==> src/rtl/fetch_unit.sv <==
// Instruction fetch: credit-limited imem requests, in-order response tracking, IF/ID instruction buffer.
// Response-to-decode latency 1 cycle; decode stall backpressures imem through the queue+outstanding credit limit.

module fetch_fifo #(
    parameter int W     = 64,
    parameter int DEPTH = 2
) (
    input  logic                     clk_i,
    input  logic                     rst_i,
    input  logic                     flush_i,
    input  logic                     push_i,
    input  logic                     pop_i,
    input  logic [W-1:0]             data_i,
    output logic [W-1:0]             data_o,
    output logic [$clog2(DEPTH):0]   count_o,
    output logic                     empty_o,
    output logic                     full_o
);
    localparam int PW = $clog2(DEPTH);
    localparam logic [PW:0] DEPTH_C = DEPTH[PW:0];

    logic [W-1:0]  mem_q [DEPTH];
    logic [PW-1:0] wr_ptr_q, wr_ptr_d;
    logic [PW-1:0] rd_ptr_q, rd_ptr_d;
    logic [PW:0]   count_q, count_d;
    logic          do_push, do_pop;

    assign empty_o = (count_q == '0);
    assign full_o  = (count_q == DEPTH_C);
    assign do_pop  = pop_i && !empty_o;
    // A full FIFO still accepts a push when the head leaves in the same cycle.
    assign do_push = push_i && (!full_o || do_pop);
    assign data_o  = mem_q[rd_ptr_q];
    assign count_o = count_q;

    always_comb begin
        wr_ptr_d = wr_ptr_q;
        rd_ptr_d = rd_ptr_q;
        count_d  = count_q;
        if (flush_i) begin
            wr_ptr_d = '0;
            rd_ptr_d = '0;
            count_d  = '0;
        end else begin
            if (do_push) wr_ptr_d = wr_ptr_q + 1'b1;
            if (do_pop)  rd_ptr_d = rd_ptr_q + 1'b1;
            case ({do_push, do_pop})
                2'b10:   count_d = count_q + 1'b1;
                2'b01:   count_d = count_q - 1'b1;
                default: count_d = count_q;
            endcase
        end
    end

    always_ff @(posedge clk_i or posedge rst_i) begin
        if (rst_i) begin
            wr_ptr_q <= '0;
            rd_ptr_q <= '0;
            count_q  <= '0;
        end else begin
            wr_ptr_q <= wr_ptr_d;
            rd_ptr_q <= rd_ptr_d;
            count_q  <= count_d;
        end
    end

    always_ff @(posedge clk_i) begin
        if (do_push && !flush_i) mem_q[wr_ptr_q] <= data_i;
    end
endmodule

module fetch_unit #(
    parameter logic [31:0] RESET_PC    = 32'h0000_0000,
    parameter int          QUEUE_DEPTH = 2
) (
    input  logic        clk,
    input  logic        reset,
    output logic        imemReqValid,
    input  logic        imemReqReady,
    output logic [31:0] imemReqAddr,
    input  logic        imemRespValid,
    input  logic [31:0] imemRespData,
    input  logic        stall,
    input  logic        redirectValid,
    input  logic [31:0] redirectTarget,
    output logic [31:0] instruction,
    output logic [31:0] instructionPc,
    output logic        instructionValid
);
    localparam int          CW      = $clog2(QUEUE_DEPTH) + 1;
    localparam logic [CW:0] DEPTH_S = QUEUE_DEPTH[CW:0];
    localparam logic [CW-1:0] DEPTH_C = QUEUE_DEPTH[CW-1:0];
    localparam logic [31:0] NOP     = 32'h0000_0013;

    typedef struct packed {
        logic [31:0] word;
        logic [31:0] pc;
    } ibuf_entry_t;

    logic [31:0]   pc_q, pc_d;
    logic [CW-1:0] outstanding_q, outstanding_d;
    logic [CW-1:0] drop_q, drop_d;
    logic [CW-1:0] out_after_resp;

    ibuf_entry_t   q_head, q_in;
    logic [CW-1:0] q_count;
    logic          q_empty, q_full, q_pop;

    logic [31:0]   fl_head_pc;
    logic [CW-1:0] fl_count;
    logic          fl_empty, fl_full;

    logic [CW:0]   credit_used;
    logic          req_fire, resp_trk, resp_keep;

    assign credit_used  = {1'b0, outstanding_q} + {1'b0, q_count};
    assign imemReqValid = !reset && !redirectValid && (credit_used < DEPTH_S);
    assign imemReqAddr  = pc_q & 32'hFFFF_FFFC;
    assign req_fire     = imemReqValid && imemReqReady;

    // Responses with nothing in flight (e.g. left over from before a reset) are ignored.
    assign resp_trk  = imemRespValid && !fl_empty;
    assign resp_keep = resp_trk && (drop_q == '0) && !redirectValid;
    assign q_pop     = !q_empty && !stall && !redirectValid;
    assign q_in      = '{word: imemRespData, pc: fl_head_pc};

    assign instructionValid = !q_empty;
    assign instruction      = q_empty ? NOP   : q_head.word;
    assign instructionPc    = q_empty ? 32'h0 : q_head.pc;

    fetch_fifo #(.W(64), .DEPTH(QUEUE_DEPTH)) u_ibuf (
        .clk_i   (clk),
        .rst_i   (reset),
        .flush_i (redirectValid),
        .push_i  (resp_keep),
        .pop_i   (q_pop),
        .data_i  (q_in),
        .data_o  (q_head),
        .count_o (q_count),
        .empty_o (q_empty),
        .full_o  (q_full)
    );

    fetch_fifo #(.W(32), .DEPTH(QUEUE_DEPTH)) u_inflight (
        .clk_i   (clk),
        .rst_i   (reset),
        .flush_i (1'b0),
        .push_i  (req_fire),
        .pop_i   (resp_trk),
        .data_i  (imemReqAddr),
        .data_o  (fl_head_pc),
        .count_o (fl_count),
        .empty_o (fl_empty),
        .full_o  (fl_full)
    );

    assign out_after_resp = outstanding_q - CW'(resp_trk);

    always_comb begin
        pc_d          = pc_q;
        outstanding_d = out_after_resp;
        drop_d        = drop_q;
        if (req_fire && (out_after_resp < DEPTH_C)) outstanding_d = out_after_resp + 1'b1;
        if (redirectValid) begin
            pc_d   = redirectTarget & 32'hFFFF_FFFC;
            // Everything still in flight after this cycle belongs to the old stream.
            drop_d = out_after_resp;
        end else begin
            if (req_fire) pc_d = pc_q + 32'd4;
            if (resp_trk && (drop_q != '0)) drop_d = drop_q - 1'b1;
        end
    end

    always_ff @(posedge clk or posedge reset) begin
        if (reset) begin
            pc_q          <= RESET_PC;
            outstanding_q <= '0;
            drop_q        <= '0;
        end else begin
            pc_q          <= pc_d;
            outstanding_q <= outstanding_d;
            drop_q        <= drop_d;
        end
    end

    a_drop_le_out:  assert property (@(posedge clk) disable iff (reset) drop_q <= outstanding_q);
    a_flight_track: assert property (@(posedge clk) disable iff (reset) fl_count == outstanding_q);
    a_no_fl_ovf:    assert property (@(posedge clk) disable iff (reset) !(req_fire && fl_full));
    a_no_q_ovf:     assert property (@(posedge clk) disable iff (reset) !(resp_keep && q_full && !q_pop));
endmodule

==> config.mk <==
export PLATFORM = sky130hd
export DESIGN_NAME = fetch_unit
export DESIGN_NICKNAME = d
export VERILOG_FILES = /design/src/rtl/fetch_unit.sv
export SDC_FILE = /design/constraint.sdc
export NUM_CORES = 1
export LEC_CHECK = 0
export CORE_MARGIN = 2
export CORE_UTILIZATION = 49
export CTS_BUF_LIST = sky130_fd_sc_hd__clkbuf_8
export CTS_CLUSTER_DIAMETER = 30
export DETAILED_ROUTE_END_ITERATION = 10
export PLACE_DENSITY = 0.81
export REMOVE_ABC_BUFFERS = 1
export SLEW_MARGIN = 0
export SYNTH_ARGS = -nofsm -noshare
export SYNTH_HDL_FRONTEND = slang
export SYNTH_SLANG_ARGS = --single-unit
==> constraint.sdc <==
create_clock -name clk -period 5.72 [get_ports clk]
set_input_delay 0.572 -clock clk [delete_from_list [all_inputs] [get_ports clk]]
set_output_delay 0.572 -clock clk [all_outputs]
set_load 0.05 [all_outputs]
==> reports/metrics.cfg <==
[route]
postRouteAntennaNets = 0
wl_per_cell_um = 18.0
drt_iter0_drc = 352
vias_per_cell = 5.43
drt-total-wl_um = 19800
route.detailed.drc = 0
drt_pass1_iterations = 5
vias = 5953

[critical_path]
critPathMaxStageDelay_ns = 0.80
path_class = reg2out
path_buf_inv = 3
cpMaxStageDelayCell = clkdlybuf4s50_1
end_kind = output pin
path_cells = nor2_4, buf_4, inv_1, nand2_1, clkdlybuf4s50_1
cp.arrival_ns = 3.18
worstReg2RegStart = u_ibuf.count_o[0]$_DFFE_PP0P_
cp_num_cells = 5
cp-start-kind = register
crit_family = buffers and inverters
r2r_setup_slack_ns = 2.20
r2r_end = u_inflight.mem_q[0][20]$_DFFE_PP_
r2r_cells = 8
required_ns = 5.15
cp_max_fo = 36

[global_route]
grt_pass1_wl_um = 30700
overflow = 0
grt_pass1_vias = 5808
grt_use_total_pct = 19.5
antenna_found_initial = 0
grt_max_degree = 65

[cells_and_area]
multi_input_area_mm2 = 0.00263
fin_area_mm2 = 0.0122
fin_nets = 906
nFillCells = 1385
regArea_mm2 = 0.00658
layout.cells.non_filler = 1097
layout_common_cells = edfxtp_1 (184), clkdlybuf4s50_1 (161), nor2_1 (77)
utilization_pct = 65.1
syn2layout_area_growth_pct = 30.2
antennaDiodeCount = 0
drive_gt1_share_pct = 14.3
final_common_cell = edfxtp_1

[floorplanning]
die_w_um = 142
die_area_mm2 = 0.0203
die_h_um = 142
num_rows = 50
ioPinCount = 168
core-area_mm2 = 0.0188
start_util_pct = 50.0

[logic_synthesis]
yosys.cell_types.count = 52
postSynthCellCount = 650
netlist_area_mm2 = 0.00939
ys_seq_elements = 226
ys.flop_type = edfxtp_1
yosysWarningCount = 0
synth_edf_count = 184
synth-async-reset-ratio_pct = 18.6
ys_seq_area_share_pct = 70.0
avgSynthCellArea_um2 = 14.4

[worst_hold_path]
whs_path_depth = 1
min_from = u_inflight.wr_ptr_q$_DFFE_PP0P_
hold_end = u_inflight.wr_ptr_q$_DFFE_PP0P_
hold_class = reg2reg

[timing]
rsz0062_at_grt = no
setup_violations = 0
setup_tns_ns = 0
period_needed_ns = 3.75
max_clock_freq_mhz = 266
final_hold_viol_count = 0
fin_worst_skew_ns = 0.0161
period_share_pct = 65.6
slew_viol_final = 0
slew_headroom_pct = 21.7
tightest_slew_ns = 1.17

[outcome]
status = finished clean

[place]
io_buffers = 161
place_area_mm2 = 0.0112
place_inst = 1022
hpwl_um = 12100
gp_congestion = 0.809

[clocking]
cts-root-buf = clkbuf_8
cts_buffers = 42
clk_path_buf_depth = 3
cts_hold_buf = 0
clock_latency_ns = 0.53
path_clk_slew_ns = 0.06
cts_resized = 0
htreeDepth = 2
cts_tree = yes
cts_sinks = 226
post-cts-setup-buffers = 0

[pwr]
p_per_area_mw_per_mm2 = 363
power.internal_mw = 3.31
seqPwrFrac_pct = 45.3
switching_share_pct = 25.4
power_switching_mw = 1.13
power_frac_comb_pct = 14.4
ir_drop_v = 0.000193
p_clk_share_pct = 40.3
leakagePower_nw = 4.21

[run]
maxCapViolations = 0

[worst register-to-register path: cells and delay by family, from the launching register on]
| kind | cells | cell delay, ns |
|---|---|---|
| simple gates | 4 | 1.34 |
| buf+inv | 2 | 0.67 |
| fa+ha+maj | 1 | 0.49 |
| flops | 1 | 0.46 |
| compound gates | 1 | 0.21 |
[worst max path at each step]
stage                                        startpoint                           endpoint
after floorplan                           imemRespValid      u_ibuf.mem_q[1][10]$_DFFE_PP_
after global placement                    redirectValid  u_inflight.mem_q[0][20]$_DFFE_PP_
after detailed placement                  redirectValid  u_inflight.mem_q[0][19]$_DFFE_PP_
after CTS                 u_ibuf.count_o[1]$_DFFE_PP0P_                     instruction[1]
after global routing      u_ibuf.count_o[1]$_DFFE_PP0P_                     instruction[4]
final                     u_ibuf.count_o[1]$_DFFE_PP0P_                     instruction[1]
[synth_stat cells, types with 3 or more instances]
cell	number	area share [%]
edfxtp_1	184	59
nor2_1	80	3.2
mux2i_1	66	7.0
nand2_1	50	2.0
dfrtp_1	42	11
mux2_2	31	3.7
clkbuf_1	15	0.60
nand3_1	14	0.75
o21ai_0	14	0.75
o211ai_1	12	0.96
o311ai_1	12	1.1
buf_2	11	0.59
nand4_1	11	0.73
a21oi_1	10	0.53
inv_1	10	0.40
o21ai_1	9	0.48
a31oi_1	5	0.33
and2_1	5	0.33
and3_1	5	0.33
buf_1	5	0.20
buf_4	5	0.40
nand2b_1	4	0.27
xnor2_1	4	0.37
ha_1	3	0.40
nand3_2	3	0.32
nor4_4	3	0.68
xor2_1	3	0.28
[power by group through the flow]
stage                     Sequential [mW]  Clock [mW]  Combinational [mW]
final                                2.01        1.79               0.638
after global placement               2.04           0               0.622
after floorplan                      2.13           0               0.307
after global routing                 2.02        1.89               0.681
after CTS                            2.01        1.82               0.641
after detailed placement             2.04           0               0.637
[layout make-up]
cell class,count,share of cell area (%)
Clock buffer,48,5.40
Inverter,11,0.338
Sequential cell,226,53.8
Tap cell,234,2.39
Multi-Input combinational cell,379,21.5
Timing Repair Buffer,172,13.9
Clock inverter,27,2.70
[state kept, by name (all words and copies together), names as in the netlist, 2 cells and up]
register and flops:
u_ibuf.count_o 2, outstanding_q 2, u_inflight.mem_q 60, u_ibuf.mem_q 124, drop_q 2, pc_q 30, u_inflight.count_o 2
[per-layer routing]
layer,part of all wire [%],vias to the layer above,GRT usage (%)
met5,0,-,0
met4,2.4,0,6.98
met3,6.2,40,4.41
met2,51,225,33.1
met1,40,2886,24.9
li1,-,2802,-
[per-stage QoR]
| step | setup WS (ns) | hold WS [ns] | total power, mW |
|---|---|---|---|
| floorplan | -0.440 | 0.468 | 2.43 |
| detailed placement | 2.11 | 0.512 | 2.68 |
| global placement | 2.16 | 0.501 | 2.66 |
| global route | 1.77 | 0.548 | 4.60 |
| finish | 1.97 | 0.524 | 4.43 |
| CTS | 1.90 | 0.524 | 4.47 |
[cell families (layout without fill, tap and decap cells)]
family / count (synthesis) / after routing / share of synthesized area (%)
DFF: 226 / 226 / 70.0
and+or+nand+nor: 188 / 188 / 9.85
muxes: 97 / 97 / 10.8
AOI/OAI and AO/OA: 79 / 79 / 5.70
buffers and inverters: 48 / 258 / 2.35
xor gates and xnor gates: 7 / 7 / 0.653
adders and majority gates: 4 / 4 / 0.613
other: 1 / 4 / 0.0399
No activity file was read; power rests on OpenSTA's default activity.
